File: config.mk
export PLATFORM = sky130hd
export DESIGN_NAME = spotlight_mixer
export DESIGN_NICKNAME = d
export VERILOG_FILES = /design/src/rtl/spotlight_mixer.sv
export SDC_FILE = /design/constraint.sdc
export NUM_CORES = 1
export LEC_CHECK = 0
export ABC_AREA = 1
export ABC_CLOCK_PERIOD_IN_PS = 10650
export BUFFER_PORTS_ARGS = -buffer_cell sky130_fd_sc_hd__buf_2
export CORE_MARGIN = 1
export CORE_UTILIZATION = 55
export CTS_BUF_LIST = sky130_fd_sc_hd__clkbuf_16
export DETAILED_ROUTE_END_ITERATION = 8
export GPL_TIMING_DRIVEN = 0
export PLACE_DENSITY_LB_ADDON = 0.25
export SYNTH_ARGS = -nofsm -noshare
export SYNTH_HDL_FRONTEND = slang
export SYNTH_SLANG_ARGS = --single-unit
File: constraint.sdc
create_clock -name clk -period 10.65 [get_ports clk]
set_input_delay 0.5325 -clock clk [delete_from_list [all_inputs] [get_ports clk]]
set_output_delay 0.5325 -clock clk [all_outputs]
set_load 0.005 [all_outputs]
File: src/rtl/spotlight_mixer.sv
// Three-stage per-pixel lighting mixer: NUM_LIGHTS circular lights, a rectangular dark window
// and a frame-paced ambient fade. Define SPOTLIGHT_SOFT_EDGE_EN for a soft half-bright light rim.
module spotlight_mixer #(
    parameter int NUM_LIGHTS = 2,
    parameter int COORD_W    = 9,
    parameter int LIGHT_OFS  = 5,
    parameter int RADIUS_SQ  = 200
) (
    input  logic                          clk,
    input  logic                          rst_n,
    input  logic                          dark_req,
    input  logic                          frame_tick,
    input  logic                          in_valid,
    input  logic [COORD_W-1:0]            in_x,
    input  logic [COORD_W-1:0]            in_y,
    input  logic [11:0]                   in_pixel,
    input  logic [NUM_LIGHTS*COORD_W-1:0] light_x,
    input  logic [NUM_LIGHTS*COORD_W-1:0] light_y,
    input  logic [NUM_LIGHTS-1:0]         light_en,
    input  logic [COORD_W-1:0]            win_x0,
    input  logic [COORD_W-1:0]            win_x1,
    input  logic [COORD_W-1:0]            win_y0,
    input  logic [COORD_W-1:0]            win_y1,
    output logic                          out_valid,
    output logic [11:0]                   out_pixel,
    output logic [3:0]                    dark_level,
    output logic                          fade_busy
);

    localparam int DW   = COORD_W + 1;   // one extra bit so light centre + offset never wraps
    localparam int SQ_W = 2 * DW + 1;
    localparam logic [DW-1:0]   OFS  = DW'(LIGHT_OFS);
    localparam logic [SQ_W-1:0] R_SQ = SQ_W'(RADIUS_SQ);
`ifdef SPOTLIGHT_SOFT_EDGE_EN
    localparam logic [SQ_W-1:0] R_SQ2 = SQ_W'(2 * RADIUS_SQ);
`endif

    typedef enum logic [1:0] {
        ST_LIT,
        ST_FADE_OUT,
        ST_DARK,
        ST_FADE_IN
    } fade_state_t;

    fade_state_t state;

    function automatic logic [DW-1:0] abs_dist(input logic [COORD_W-1:0] p,
                                                input logic [COORD_W-1:0] l);
        logic [DW-1:0] pe;
        logic [DW-1:0] c;
        pe = {1'b0, p};
        c  = {1'b0, l} + OFS;
        return (pe >= c) ? (pe - c) : (c - pe);
    endfunction

    function automatic logic [3:0] scale_ch(input logic [3:0] ch, input logic [3:0] lvl);
        logic [7:0] prod;
        prod = {4'd0, ch} * ({4'd0, lvl} + 8'd1);
        return 4'(prod >> 4);
    endfunction

    // ---------------- Stage 1: input capture ----------------
    logic                          s1_valid;
    logic [11:0]                   s1_pixel;
    logic [COORD_W-1:0]            s1_x, s1_y;
    logic [NUM_LIGHTS*COORD_W-1:0] s1_lx, s1_ly;
    logic [NUM_LIGHTS-1:0]         s1_en;
    logic [COORD_W-1:0]            s1_wx0, s1_wx1, s1_wy0, s1_wy1;

    // NOTE: sequential state uses non-blocking assignments so every register samples pre-edge values.
    always_ff @(posedge clk or negedge rst_n) begin
        if (!rst_n) begin
            s1_valid <= 1'b0;
            s1_pixel <= '0;
            s1_x     <= '0;
            s1_y     <= '0;
            s1_lx    <= '0;
            s1_ly    <= '0;
            s1_en    <= '0;
            s1_wx0   <= '0;
            s1_wx1   <= '0;
            s1_wy0   <= '0;
            s1_wy1   <= '0;
        end else begin
            s1_valid <= in_valid;
            s1_pixel <= in_pixel;
            s1_x     <= in_x;
            s1_y     <= in_y;
            s1_lx    <= light_x;
            s1_ly    <= light_y;
            s1_en    <= light_en;
            s1_wx0   <= win_x0;
            s1_wx1   <= win_x1;
            s1_wy0   <= win_y0;
            s1_wy1   <= win_y1;
        end
    end

    // ---------------- Stage 2: per-light distances and window test ----------------
    logic [DW-1:0] dx_c [NUM_LIGHTS];
    logic [DW-1:0] dy_c [NUM_LIGHTS];
    logic          in_win_c;

    always_comb begin
        for (int i = 0; i < NUM_LIGHTS; i++) begin
            dx_c[i] = abs_dist(s1_x, s1_lx[i*COORD_W +: COORD_W]);
            dy_c[i] = abs_dist(s1_y, s1_ly[i*COORD_W +: COORD_W]);
        end
    end

    // An inverted bound pair yields an empty window, so everything passes through.
    assign in_win_c = (s1_x >= s1_wx0) && (s1_x <= s1_wx1) &&
                      (s1_y >= s1_wy0) && (s1_y <= s1_wy1);

    logic                  s2_valid;
    logic [11:0]           s2_pixel;
    logic                  s2_in_win;
    logic [NUM_LIGHTS-1:0] s2_en;
    logic [DW-1:0]         s2_dx [NUM_LIGHTS];
    logic [DW-1:0]         s2_dy [NUM_LIGHTS];

    // NOTE: the distance arrays are a handful of flops, so they are reset like every other pipe register.
    always_ff @(posedge clk or negedge rst_n) begin
        if (!rst_n) begin
            s2_valid  <= 1'b0;
            s2_pixel  <= '0;
            s2_in_win <= 1'b0;
            s2_en     <= '0;
            for (int i = 0; i < NUM_LIGHTS; i++) begin
                s2_dx[i] <= '0;
                s2_dy[i] <= '0;
            end
        end else begin
            s2_valid  <= s1_valid;
            s2_pixel  <= s1_pixel;
            s2_in_win <= in_win_c;
            s2_en     <= s1_en;
            for (int i = 0; i < NUM_LIGHTS; i++) begin
                s2_dx[i] <= dx_c[i];
                s2_dy[i] <= dy_c[i];
            end
        end
    end

    // ---------------- Stage 3: square, compare, mix ----------------
    logic        lit_c;
`ifdef SPOTLIGHT_SOFT_EDGE_EN
    logic        near_c;
`endif
    logic [11:0] mixed_c;

    // NOTE: every combinational output gets a default first so no path infers a latch.
    always_comb begin
        logic [2*DW-1:0] sq_x;
        logic [2*DW-1:0] sq_y;
        logic [SQ_W-1:0] dist_sq;
        lit_c   = 1'b0;
`ifdef SPOTLIGHT_SOFT_EDGE_EN
        near_c  = 1'b0;
`endif
        sq_x    = '0;
        sq_y    = '0;
        dist_sq = '0;
        for (int i = 0; i < NUM_LIGHTS; i++) begin
            sq_x    = s2_dx[i] * s2_dx[i];
            sq_y    = s2_dy[i] * s2_dy[i];
            dist_sq = {1'b0, sq_x} + {1'b0, sq_y};
            if (s2_en[i] && (dist_sq < R_SQ)) lit_c = 1'b1;
`ifdef SPOTLIGHT_SOFT_EDGE_EN
            if (s2_en[i] && (dist_sq < R_SQ2)) near_c = 1'b1;
`endif
        end
    end

    always_comb begin
        logic [3:0] ch;
        logic [3:0] sc;
        mixed_c = s2_pixel;
        ch      = '0;
        sc      = '0;
        if (s2_in_win && (dark_level != 4'hF) && !lit_c) begin
            for (int c = 0; c < 3; c++) begin
                ch = s2_pixel[c*4 +: 4];
                sc = scale_ch(ch, dark_level);
`ifdef SPOTLIGHT_SOFT_EDGE_EN
                if (near_c && ((ch >> 1) > sc)) sc = ch >> 1;
`endif
                mixed_c[c*4 +: 4] = sc;
            end
        end
    end

    always_ff @(posedge clk or negedge rst_n) begin
        if (!rst_n) begin
            out_valid <= 1'b0;
            out_pixel <= '0;
        end else begin
            out_valid <= s2_valid;
            out_pixel <= s2_valid ? mixed_c : 12'h000;
        end
    end

    // ---------------- Ambient fade controller ----------------
    // A direction reversal takes priority over a coincident tick and holds the level for that cycle.
    always_ff @(posedge clk or negedge rst_n) begin
        if (!rst_n) begin
            state      <= ST_LIT;
            dark_level <= 4'hF;
            fade_busy  <= 1'b0;
        end else begin
            case (state)
                ST_LIT: begin
                    if (dark_req) begin
                        state     <= ST_FADE_OUT;
                        fade_busy <= 1'b1;
                    end
                end
                ST_FADE_OUT: begin
                    if (!dark_req) begin
                        state <= ST_FADE_IN;
                    end else if (frame_tick) begin
                        if (dark_level <= 4'd1) begin
                            dark_level <= 4'd0;
                            state      <= ST_DARK;
                            fade_busy  <= 1'b0;
                        end else begin
                            dark_level <= dark_level - 4'd1;
                        end
                    end
                end
                ST_DARK: begin
                    if (!dark_req) begin
                        state     <= ST_FADE_IN;
                        fade_busy <= 1'b1;
                    end
                end
                ST_FADE_IN: begin
                    if (dark_req) begin
                        state <= ST_FADE_OUT;
                    end else if (frame_tick) begin
                        if (dark_level >= 4'd14) begin
                            dark_level <= 4'hF;
                            state      <= ST_LIT;
                            fade_busy  <= 1'b0;
                        end else begin
                            dark_level <= dark_level + 4'd1;
                        end
                    end
                end
                default: begin
                    state      <= ST_LIT;
                    dark_level <= 4'hF;
                    fade_busy  <= 1'b0;
                end
            endcase
        end
    end

endmodule

# --- After elaboration in Yosys (flattened, before gate mapping) ---
# Cells that the tools add are included.
classes:
  n_addsub: 17
  mul: 7
  n_lt_le_gt_ge: 12
  eq_ne: 16
  muxes: 33
  n_reduce_logical: 13
op_table:
  columns: ["op", "count"]
  rows:
  - ["$mul 10x10->20", 4]
  - ["$add 20x20->21", 2]
  - ["$lt 21x8->1 const B", 2]
  - ["$add 9x3->10 const B", 4]
  - ["$ge 9x10->1", 4]
  - ["$mux 10", 4]
  - ["$sub 10x9->10", 4]
  - ["$sub 9x10->10", 4]
  - ["$mux 12", 2]
  - ["$mux 4", 6]
  - ["$ge 9x9->1", 2]
  - ["$le 9x9->1", 2]
  - ["$mul 4x8->8", 2]
  - ["$mux 2", 8]
  - ["$ne 2x2->1 const B", 8]
  - ["$ne 3x3->1 const B", 4]
  - ["$mux 1", 10]
  - ["$mul 4x5->8", 1]
  - ["$pmux 2 s4", 1]
  - ["$pmux 4 s2", 1]
  - ["$reduce_and 8->1", 1]
  - ["$logic_and 1x1->1", 7]
  - ["$reduce_and 6->1", 1]
  - ["$add 4x1->5 const B", 1]
  - ["other kinds (12)", 13]
totals:
  regBits: 181
  in_bits: 109

# --- Logic depth before layout (Yosys ltp) ---
# Gate-level depths: netlist of run 1.
logic_depth:
  depth_word: 10
  depth_mapped: 33
  ltp_nobuf: 31

# --- Least setup slack after synthesis of run 1 ---
# OpenSTA, ideal clock, no wires.
synth_path:
  path_type: "register to register"
  startpoint: "register s2_dx[2] (netlist name)"
  endpoint: "register out_pixel[10]"
  setup_time_ns: 0.117
  arrival_time_ns: 5.973
  path_slack_ns: 4.560
  path_stages_with_launch: 32
  cell_sequence: "dfrtp_1 > clkbuf_1 > nand2_1 > fa_1 > inv_1 > fa_1 > inv_1 > fa_1 > inv_1 > fa_1 > fa_1 > fa_1 > inv_1 > fa_1 > inv_1 > ha_1 > nand2_1 > nor2_1 > nand3_1 > nand3_2 > nand2_1 > nand2_1 > nand2_1 > nand2_1 > nand2_1 > nor2_1 > nand3_2 > nand3_4 > buf_6 > nand2_1 > nand2_1 > nor2_1"
synth_via:
  elab_chain_cells: 9
synth_rtl:
  columns: ["item", "line_no", "source"]
  rows:
  - ["from (decl)", "119", "logic [DW-1:0] s2_dx [NUM_LIGHTS];"]
  - ["from (signal, indexed assignment)", "139", "s2_dx[i] <= dx_c[i];"]
  - ["$mul 10x10->20", "165", "sq_x = s2_dx[i] * s2_dx[i];"]
  - ["$add 20x20->21", "167", "dist_sq = {1'b0, sq_x} + {1'b0, sq_y};"]
  - ["$lt 21x8->1", "168", "if (s2_en[i] && (dist_sq < R_SQ)) lit_c = 1'b1;"]
  - ["$logic_and 1x1->1", "168", null]
  - ["$mux 1", "168", null]
  - ["$logic_not 1->1", "181", "if (s2_in_win && (dark_level != 4'hF) && !lit_c) begin"]
  - ["$logic_and 1x1->1", "181", null]
  - ["$mux 12", "181", null]
  - ["$mux 12", "199", "out_pixel <= s2_valid ? mixed_c : 12'h000;"]
  - ["to (signal assigned)", "199", null]
  - ["to (decl)", "25", "output logic [11:0] out_pixel,"]
# Every way passes these cells.
# A chain may end at the register's enable or synchronous reset.

# --- Worst setup path in the final report of run 1 ---
layout_path:
  startpoint: "register s2_dy[13] (netlist name)"
  endpoint: "register out_pixel[2]"
layout_via:
  elab_chain_cells: 10
layout_rtl:
  columns: ["item", "line_no", "source"]
  rows:
  - ["from (decl)", "120", "logic [DW-1:0] s2_dy [NUM_LIGHTS];"]
  - ["from (signal, indexed assignment)", "140", "s2_dy[i] <= dy_c[i];"]
  - ["$mul 10x10->20", "166", "sq_y = s2_dy[i] * s2_dy[i];"]
  - ["$add 20x20->21", "167", null]
  - ["$lt 21x8->1", "168", null]
  - ["$logic_and 1x1->1", "168", null]
  - ["$mux 1 (2 in series)", "168", null]
  - ["$logic_not 1->1", "181", null]
  - ["$logic_and 1x1->1", "181", null]
  - ["$mux 12", "181", null]
  - ["$mux 12", "199", null]
# Every way passes these cells.

==> results of run 1 <==
logic make-up (layout without fill, tap and decap cells):
group | after synthesis | after routing | share of synthesized area
mux | 9 | 9 | 0.004355
xor+xnor | 116 | 116 | 0.04366
buf+inv | 802 | 960 | 0.1323
flops | 181 | 181 | 0.1948
fa+ha+maj | 600 | 600 | 0.4139
compound gates | 265 | 265 | 0.06522
simple gates | 824 | 824 | 0.1458
placed cells by master (no fill, tap or decap), types with 5 or more instances in the layout:
cell | synthesis | layout
inv_1 | 733 | 733
nand2_1 | 546 | 546
ha_1 | 317 | 317
fa_1 | 283 | 283
dfrtp_1 | 177 | 177
nor2_1 | 149 | 149
buf_2 | 4 | 129
a21oi_1 | 119 | 119
xor2_1 | 66 | 66
o21ai_0 | 65 | 65
nand3_1 | 55 | 55
xnor2_1 | 50 | 50
clkbuf_1 | 45 | 45
a21o_1 | 17 | 17
o211ai_1 | 17 | 17
clkbuf_16 | 0 | 17
nand4_1 | 16 | 16
nor3_1 | 14 | 14
nand3b_1 | 11 | 11
o21ai_1 | 10 | 10
mux2_2 | 9 | 9
nand2_2 | 8 | 8
o21bai_1 | 7 | 7
or2_2 | 7 | 7
nand3_2 | 7 | 7
nor4_1 | 7 | 7
clkbuf_2 | 6 | 6
buf_4 | 5 | 5
clkinv_1 | 3 | 5
buf_6 | 5 | 5
a211oi_1 | 5 | 5
worst max-delay path: cells and delay by family, from the launching register on:
family                     cells  cell delay (ns)
AOI/OAI and AO/OA              2             0.42
adders and majority gates      8             3.73
buffers and inverters          6             0.83
DFF                            1             0.45
and+or+nand+nor               12             1.55
metal layers:
metal,part of all wire,vias up,track usage
li1,-,8686,-
met1,0.45,8303,0.3189
met2,0.48,399,0.4239
met3,0.043,73,0.02602
met4,0.025,0,0.07842
met5,0,-,0
final cells by class:
cell class / count / area [sq um] / share of cell area
buffer: 66 / 316.6 / 0.01258
clock buffer: 17 / 425.4 / 0.01691
clock inverter: 14 / 122.6 / 0.004875
inverter: 736 / 2763 / 0.1098
multi-input combinational: 1814 / 15660 / 0.6225
sequential: 181 / 4534 / 0.1803
tap: 532 / 665.6 / 0.02646
timing repair buffer: 127 / 668.1 / 0.02656
sequential cells by signal, indices dropped and copies added, names as in the netlist, 2 cells and up:
register,cells
s2_dx,20
s2_dy,20
s1_lx,18
s1_ly,18
out_pixel,12
s1_pixel,12
s2_pixel,12
s1_wx0,9
s1_wx1,9
s1_wy0,9
s1_wy1,9
s1_x,9
s1_y,9
dark_level,4
s1_en,2
s2_en,2
state,2
path summary, 6_finish.rpt:
check | from | to | slack, ns | cells after the start
hold / removal | rst_n | s1_wx0[1]$_DFF_PN0_ | -0.002 | 1
setup reg to reg | s2_dy[13]$_DFF_PN0_ | out_pixel[2]$_DFF_PN0_ | 3.56 | 28
setup / recovery | s2_dy[13]$_DFF_PN0_ | out_pixel[2]$_DFF_PN0_ | 3.56 | 28
max in group asynchronous | rst_n | out_pixel[4]$_DFF_PN0_ | 9.71 | 2
hold reg to reg | s1_valid$_DFF_PN0_ | s2_valid$_DFF_PN0_ | 0.35 | 0
min in group clk | light_x[0] | s1_lx[0]$_DFF_PN0_ | 0.18 | 1
per-stage QoR:
stage,setup WS (ns),utilization,std cells,hold slack [ns],instance area [sq um]
final,3.559,0.6091,3487,-0.002484,25150
after global routing,3.129,0.6091,3487,0.02737,25150
after CTS,3.527,0.6091,3487,0.005978,25150
after detailed placement,3.566,0.5959,3456,0.3347,24610
after global placement,3.623,0.5950,3455,0.3332,24570
after floorplan,4.560,-,2797,0.2369,23270
==> qor.txt, run 1 <==
status: finished, violations left
failing checks: hold timing
post-detail-place hpwl: 42.09 mm
DRC viols: 0
critical path's slowest cell: fa_1
FF+latch count, synth: 181
total number of vias: 17460
synth top area cells: fa_1 24%, dfrtp_1 19%, ha_1 17%, inv_1 12%, nand2_1 8.8%
ys flop type: dfrtp_1
Critical Path Sink Type: flop
slew of the pin with the lowest slew margin: 0.7243 ns
CTS Buffer Depth: 2
Hold Buf Count CTS: 0
Worst Path Max Fanout: 10
Crit path top cell by count: fa_1
H-Tree Depth: 4
row count: 74
Routed WL: 49.12 mm
Core Footprint: 0.04129 sq mm
# diodes: 0
syn_area_per_cell: 8.320 sq um
fraction of layout cells with a size suffix above 1: 0.07411
initial antenna violation count: 0
final setup fails: 0
FMAX: 141.0 MHz
Root Driver: clkbuf_16
TritonCTS clock tree: done
post-DR vias/cell: 5.007
most frequent cell after synthesis: inv_1
Max-Cap Viols: 0
fin crit share: 0.6658
TritonCTS buffer count: 17
post-synthesis cell type count: 46
grt total ovfl: 0
Layout fillers: 3652
Worst Path Arrival: 7.44 ns
Die Wd: 207.7 um
clock skew: 0.01934 ns
nets: 3652
GRT Total Usage: 0.2437
critical path type: flop to flop
Top Ports: 127
postcts setup bufs: 0
initial core utilization: 0.5636
DRT antenna net count: 0
Reg clk slew, reported paths: 0.07 ns
synth cell count leaders: 733 x inv_1, 546 x nand2_1, 317 x ha_1
setup_tns: 0 ns
Post-synth EDFFs: 0
Rel. slew slack: 0.5134
routed len/inst: 14.09 um
synthesized area: 0.02327 sq mm
global-route wire length before repair: 84.92 mm
Ys Warns: 0
Synth top area share: 0.2434
Period minus WS final: 7.091 ns
RePlAce Congestion: 0.9008
Critical Path Start Type: flop
Pins Over Slew Limit: 0
CP max stage delay: 0.64 ns
vias in the first global route: 18290
post-synthesis cell count: 2797
leading area contributor after synthesis: fa_1
die area: 0.04314 sq mm
Hold WS: -0.002484 ns
DRT Pass-1 Iters: 7
TritonCTS Sinks: 181
Final Hold Viols: 1
Req. time, crit path: 11.00 ns
Layout area overhead: 8.086%
largest net degree at the start of global routing: 123
Hold WC Path Type: input pin to async pin
Clk Latency, worst-skew pair: 0.45 ns
Buffers on Ports: 126
Iter 0 DRT Violations: 699
Post-CTS Resized: 0
Syn Nets: 3506
Seq/Total Area, Yosys: 0.1948
RSZ-0062 raised after global routing: no
Die Ht: 207.7 um
FFs w/ async S/R, synth: 1.000
Power of run 1 is left out: the tool's default activity adds up to more than one toggle a clock period on the data nets, which glitch-free logic cannot reach.
==> run 2, diff against run 1 <==
Settings changed: ABC_CLOCK_PERIOD_IN_PS 10650 to 6900.
Clock period 10.65 ns to 6.9 ns, I/O delays scaled along.
==> qor.txt, run 2 (synthesis results as in run 1) <==
TritonCTS clock tree: done
row count: 74
cell area after layout: 0.02604 sq mm
global-route wire length before repair: 87.71 mm
FMAX: 152.5 MHz
Layout Utilization: 0.6306
H-Tree Depth: 4
die area: 0.04314 sq mm
Pins Over Slew Limit: 0
GRT Total Usage: 0.2520
Critical Path Start Type: flop
pre-CTS setup slack: -0.1837 ns
# diodes: 0
RePlAce Congestion: 0.9008
Max-Cap Viols: 0
Top Ports: 127
Routed WL: 50.89 mm
Iter 0 DRT Violations: 718
vias in the first global route: 18800
Placed Area: 0.02461 sq mm
fraction of layout cells with a size suffix above 1: 0.09088
commonest non-fill, non-tap cells in the layout: 733 x inv_1, 543 x nand2_1, 315 x ha_1
initial core utilization: 0.5636
Reg area: 0.004569 sq mm
critical path's slowest cell: fa_1
Rel. slew slack: 0.5187
total number of vias: 17760
routed len/inst: 14.35 um
Buffers on Ports: 126
metal2 WL: 25.13 mm
clock skew: 0.01776 ns
Layout fillers: 3488
largest net degree at the start of global routing: 123
DRT antenna net count: 0
Core Footprint: 0.04129 sq mm
post-DR vias/cell: 5.008
Hold WC Path Type: input pin to flop
hold depth: 1
multi-input logic area: 0.01572 sq mm
most common cell after layout, fill and taps aside: inv_1
Reg clk slew, reported paths: 0.07 ns
Levels on crit path: 29
TritonCTS buffer count: 17
Final Hold Viols: 0
final setup fails: 0
DRT Pass-1 Iters: 5
post-detail-place hpwl: 42.09 mm
reg2reg path depth: 29
Layout area overhead: 11.90%
Crit path top cell by count: nand2_1
Hold WS: 0.01684 ns
DRT met1 WL: 22.36 mm
grt total ovfl: 0
status: completed
DRC viols: 0
Critical Path Sink Type: flop
DR top layer: met4
Root Driver: clkbuf_16
Worst Path Max Fanout: 10
Buf/Inv on CP: 5
critical path type: flop to flop
Clk Latency, worst-skew pair: 0.45 ns
fin worst setup slack: 0.3413 ns
nets: 3712
Met3 Wirelength: 2.160 mm
TritonCTS Sinks: 181
Worst Path Arrival: 6.90 ns
CP max stage delay: 0.56 ns
Req. time, crit path: 7.24 ns
initial antenna violation count: 0
slew of the pin with the lowest slew margin: 0.7165 ns
top flop regs: s2_dx x20, s2_dy x20
fin crit share: 0.9505
CTS Buffer Depth: 2
Period minus WS final: 6.559 ns
Die Ht: 207.7 um
Die Wd: 207.7 um
family with the most delay on the worst path: adder cells
run 2: cell count changes in the layout (fill, tap and decap cells not counted), moves of 5 or more:
cell,change
clkbuf_1,-36
dlygate4sd3_1,+83
dfrtp_1,-28
buf_4,+9
dfrtp_2,+28
nor2_2,+5
nor2_1,-7
run 2: what timing repair did:
item / in CTS / in global routing
endpoints found under the setup margin: 12 / 12
hold buffers: 81 / 2
pin swaps: 0 / 5
gates resized for setup: 7 / 61
hold endpoints to repair: 139 / 2
cloned: 0 / 0
setup buffers: 0 / 6
run 2: worst reg2reg max path, delay by kind of cell, from the launching register on:
family        cells  cell delay [ns]
buf+inv           5             0.58
flops             1             0.45
fa+ha+maj         8             3.77
simple gates     16             1.66
run 2: layout make-up:
| type | count | area share |
|---|---|---|
| clock buffer | 17 | 0.01634 |
| inverter | 736 | 0.1061 |
| tap | 532 | 0.02556 |
| buffer | 37 | 0.009033 |
| clock inverter | 14 | 0.004709 |
| sequential | 181 | 0.1755 |
| multi-input combinational | 1814 | 0.6035 |
| timing repair buffer | 216 | 0.05929 |
run 2: path summary, 6_finish.rpt:
kind | from | end | slack, ns
hold / removal | win_y0[0] | s1_wy0[0]$_DFF_PN0_ | 0.02
setup reg to reg | s2_dx[18]$_DFF_PN0_ | out_pixel[3]$_DFF_PN0_ | 0.34
max in group asynchronous | rst_n | s2_dy[6]$_DFF_PN0_ | 5.52
hold reg to reg | s1_en[1]$_DFF_PN0_ | s2_en[1]$_DFF_PN0_ | 0.35
min in group asynchronous | rst_n | s1_wx0[2]$_DFF_PN0_ | 0.40
setup / recovery | s2_dx[18]$_DFF_PN0_ | out_pixel[3]$_DFF_PN0_ | 0.34
run 2: per-layer routing:
metal | vias up | GRT usage
met1 | 8491 | 0.3237
met5 | - | 0
met2 | 396 | 0.4450
li1 | 8801 | -
met4 | 0 | 0.08123
met3 | 74 | 0.02753
run 2: per-stage QoR:
| stage | cells | setup TNS (ns) |
|---|---|---|
| final | 3547 | 0 |
| after CTS | 3549 | 0 |
| after global routing | 3547 | -0.009991 |
| after detailed placement | 3456 | -1.070 |
| after floorplan | 2797 | 0 |
| after global placement | 3455 | -0.5295 |
Power of run 2 is left out for the same reason.
==> run 3, diff against run 2 <==
Settings changed: HOLD_SLACK_MARGIN set to 0.15.
==> qor.txt, run 3 (synthesis results as in run 1) <==
status: completed
CP max stage delay: 0.56 ns
DRC viols: 0
critical path's slowest cell: fa_1
Placed Area: 0.02461 sq mm
fraction of layout cells with a size suffix above 1: 0.09019
Critical Path Sink Type: flop
Layout area overhead: 12.89%
Reg clk slew, reported paths: 0.07 ns
commonest non-fill, non-tap cells in the layout: 733 x inv_1, 543 x nand2_1, 315 x ha_1
Buf/Inv on CP: 5
Die Ht: 207.7 um
global-route wire length before repair: 89.87 mm
multi-input logic area: 0.01572 sq mm
Clk Latency, worst-skew pair: 0.45 ns
Buffers on Ports: 126
grt total ovfl: 0
fin worst setup slack: 0.3492 ns
initial core utilization: 0.5636
cell area after layout: 0.02627 sq mm
post-DR vias/cell: 5.029
initial antenna violation count: 0
largest net degree at the start of global routing: 123
most common cell after layout, fill and taps aside: inv_1
Worst Path Max Fanout: 10
CTS Buffer Depth: 2
Core Footprint: 0.04129 sq mm
total number of vias: 17960
# diodes: 0
vias in the first global route: 19230
TritonCTS clock tree: done
Non-Filler Instances: 3570
Routed WL: 52.13 mm
Max-Cap Viols: 0
Layout fillers: 3458
slew of the pin with the lowest slew margin: 0.7198 ns
Root Driver: clkbuf_16
final setup fails: 0
Final Hold Viols: 0
TritonCTS Sinks: 181
routed len/inst: 14.60 um
RePlAce Congestion: 0.9008
top flop regs: s2_dx x20, s2_dy x20
Iter 0 DRT Violations: 770
family with the most delay on the worst path: adder cells
TritonCTS buffer count: 17
post-detail-place hpwl: 42.09 mm
fin crit share: 0.9494
pre-CTS setup slack: -0.1837 ns
Period minus WS final: 6.551 ns
Crit path top cell by count: nand2_1
H-Tree Depth: 4
Die Wd: 207.7 um
clock skew: 0.02889 ns
FMAX: 152.7 MHz
Reg area: 0.004569 sq mm
Hold WC Path Type: flop to flop
critical path type: flop to flop
placed cells: 3456
GRT Total Usage: 0.2579
Top Ports: 127
nets: 3735
DRT antenna net count: 0
Pins Over Slew Limit: 0
Req. time, crit path: 7.24 ns
Worst Path Arrival: 6.89 ns
Rel. slew slack: 0.5165
die area: 0.04314 sq mm
row count: 74
DRT Pass-1 Iters: 7
Critical Path Start Type: flop
[run 3: cell count changes in the layout (fill, tap and decap cells not counted), sizes merged]
cell / previous run / this run
dlygate4sd3: 83 / 106
[run 3: repair_timing]
action | CTS | global route
pin swaps | 0 | 5
gates resized for setup | 7 | 61
endpoints found under the setup margin | 12 | 12
setup buffers | 0 | 6
hold endpoints to repair | 164 | 0
hold buffers | 106 | 0
[run 3: worst register-to-register path: cells and delay by family (launching register included)]
family	cells	cell delay (ns)
adders and majority gates	8	3.77
buffers and inverters	5	0.58
DFF	1	0.45
and+or+nand+nor	16	1.66
[run 3: final cells by class]
type	instances	area share
Multi-Input combinational cell	1814	0.5982
Buffer	37	0.008954
Clock buffer	17	0.01619
Inverter	736	0.1052
Tap cell	532	0.02534
Timing Repair Buffer	239	0.06753
Clock inverter	14	0.004667
Sequential cell	181	0.1739
[run 3: final timing paths]
check / startpoint / to / slack [ns] / cells past startpoint
worst max-delay path: s2_dx[18]$_DFF_PN0_ / out_pixel[3]$_DFF_PN0_ / 0.35 / 29
worst min-delay path: s1_pixel[6]$_DFF_PN0_ / s2_pixel[6]$_DFF_PN0_ / 0.35 / 0
worst max register to register: s2_dx[18]$_DFF_PN0_ / out_pixel[3]$_DFF_PN0_ / 0.35 / 29
worst min register to register: s1_pixel[6]$_DFF_PN0_ / s2_pixel[6]$_DFF_PN0_ / 0.35 / 0
max in group asynchronous: rst_n / s2_dy[6]$_DFF_PN0_ / 5.52 / 3
min in group asynchronous: rst_n / s1_wx0[2]$_DFF_PN0_ / 0.40 / 2
[run 3: metrics by stage]
| stage | util | setup TNS [ns] | hold WS (ns) |
|---|---|---|---|
| 4_1_cts | 0.6333 | 0 | 0.3486 |
| 3_3_place_gp | 0.5950 | -0.5295 | 0.3332 |
| 2_1_floorplan | - | 0 | 0.04941 |
| 5_1_grt | 0.6362 | -0.009991 | 0.3612 |
| 6_report | 0.6362 | 0 | 0.3536 |
| 3_5_place_dp | 0.5959 | -1.070 | 0.3005 |
[run 3: metal layers]
metal  wire (um)  up-vias  track usage
met5           0        -            0
met4        1434        0      0.08838
met2       25650      391       0.4555
met1       22900     8621       0.3290
li1            -     8847            -
met3        2149       96      0.02814
Power of run 3 is left out for the same reason.
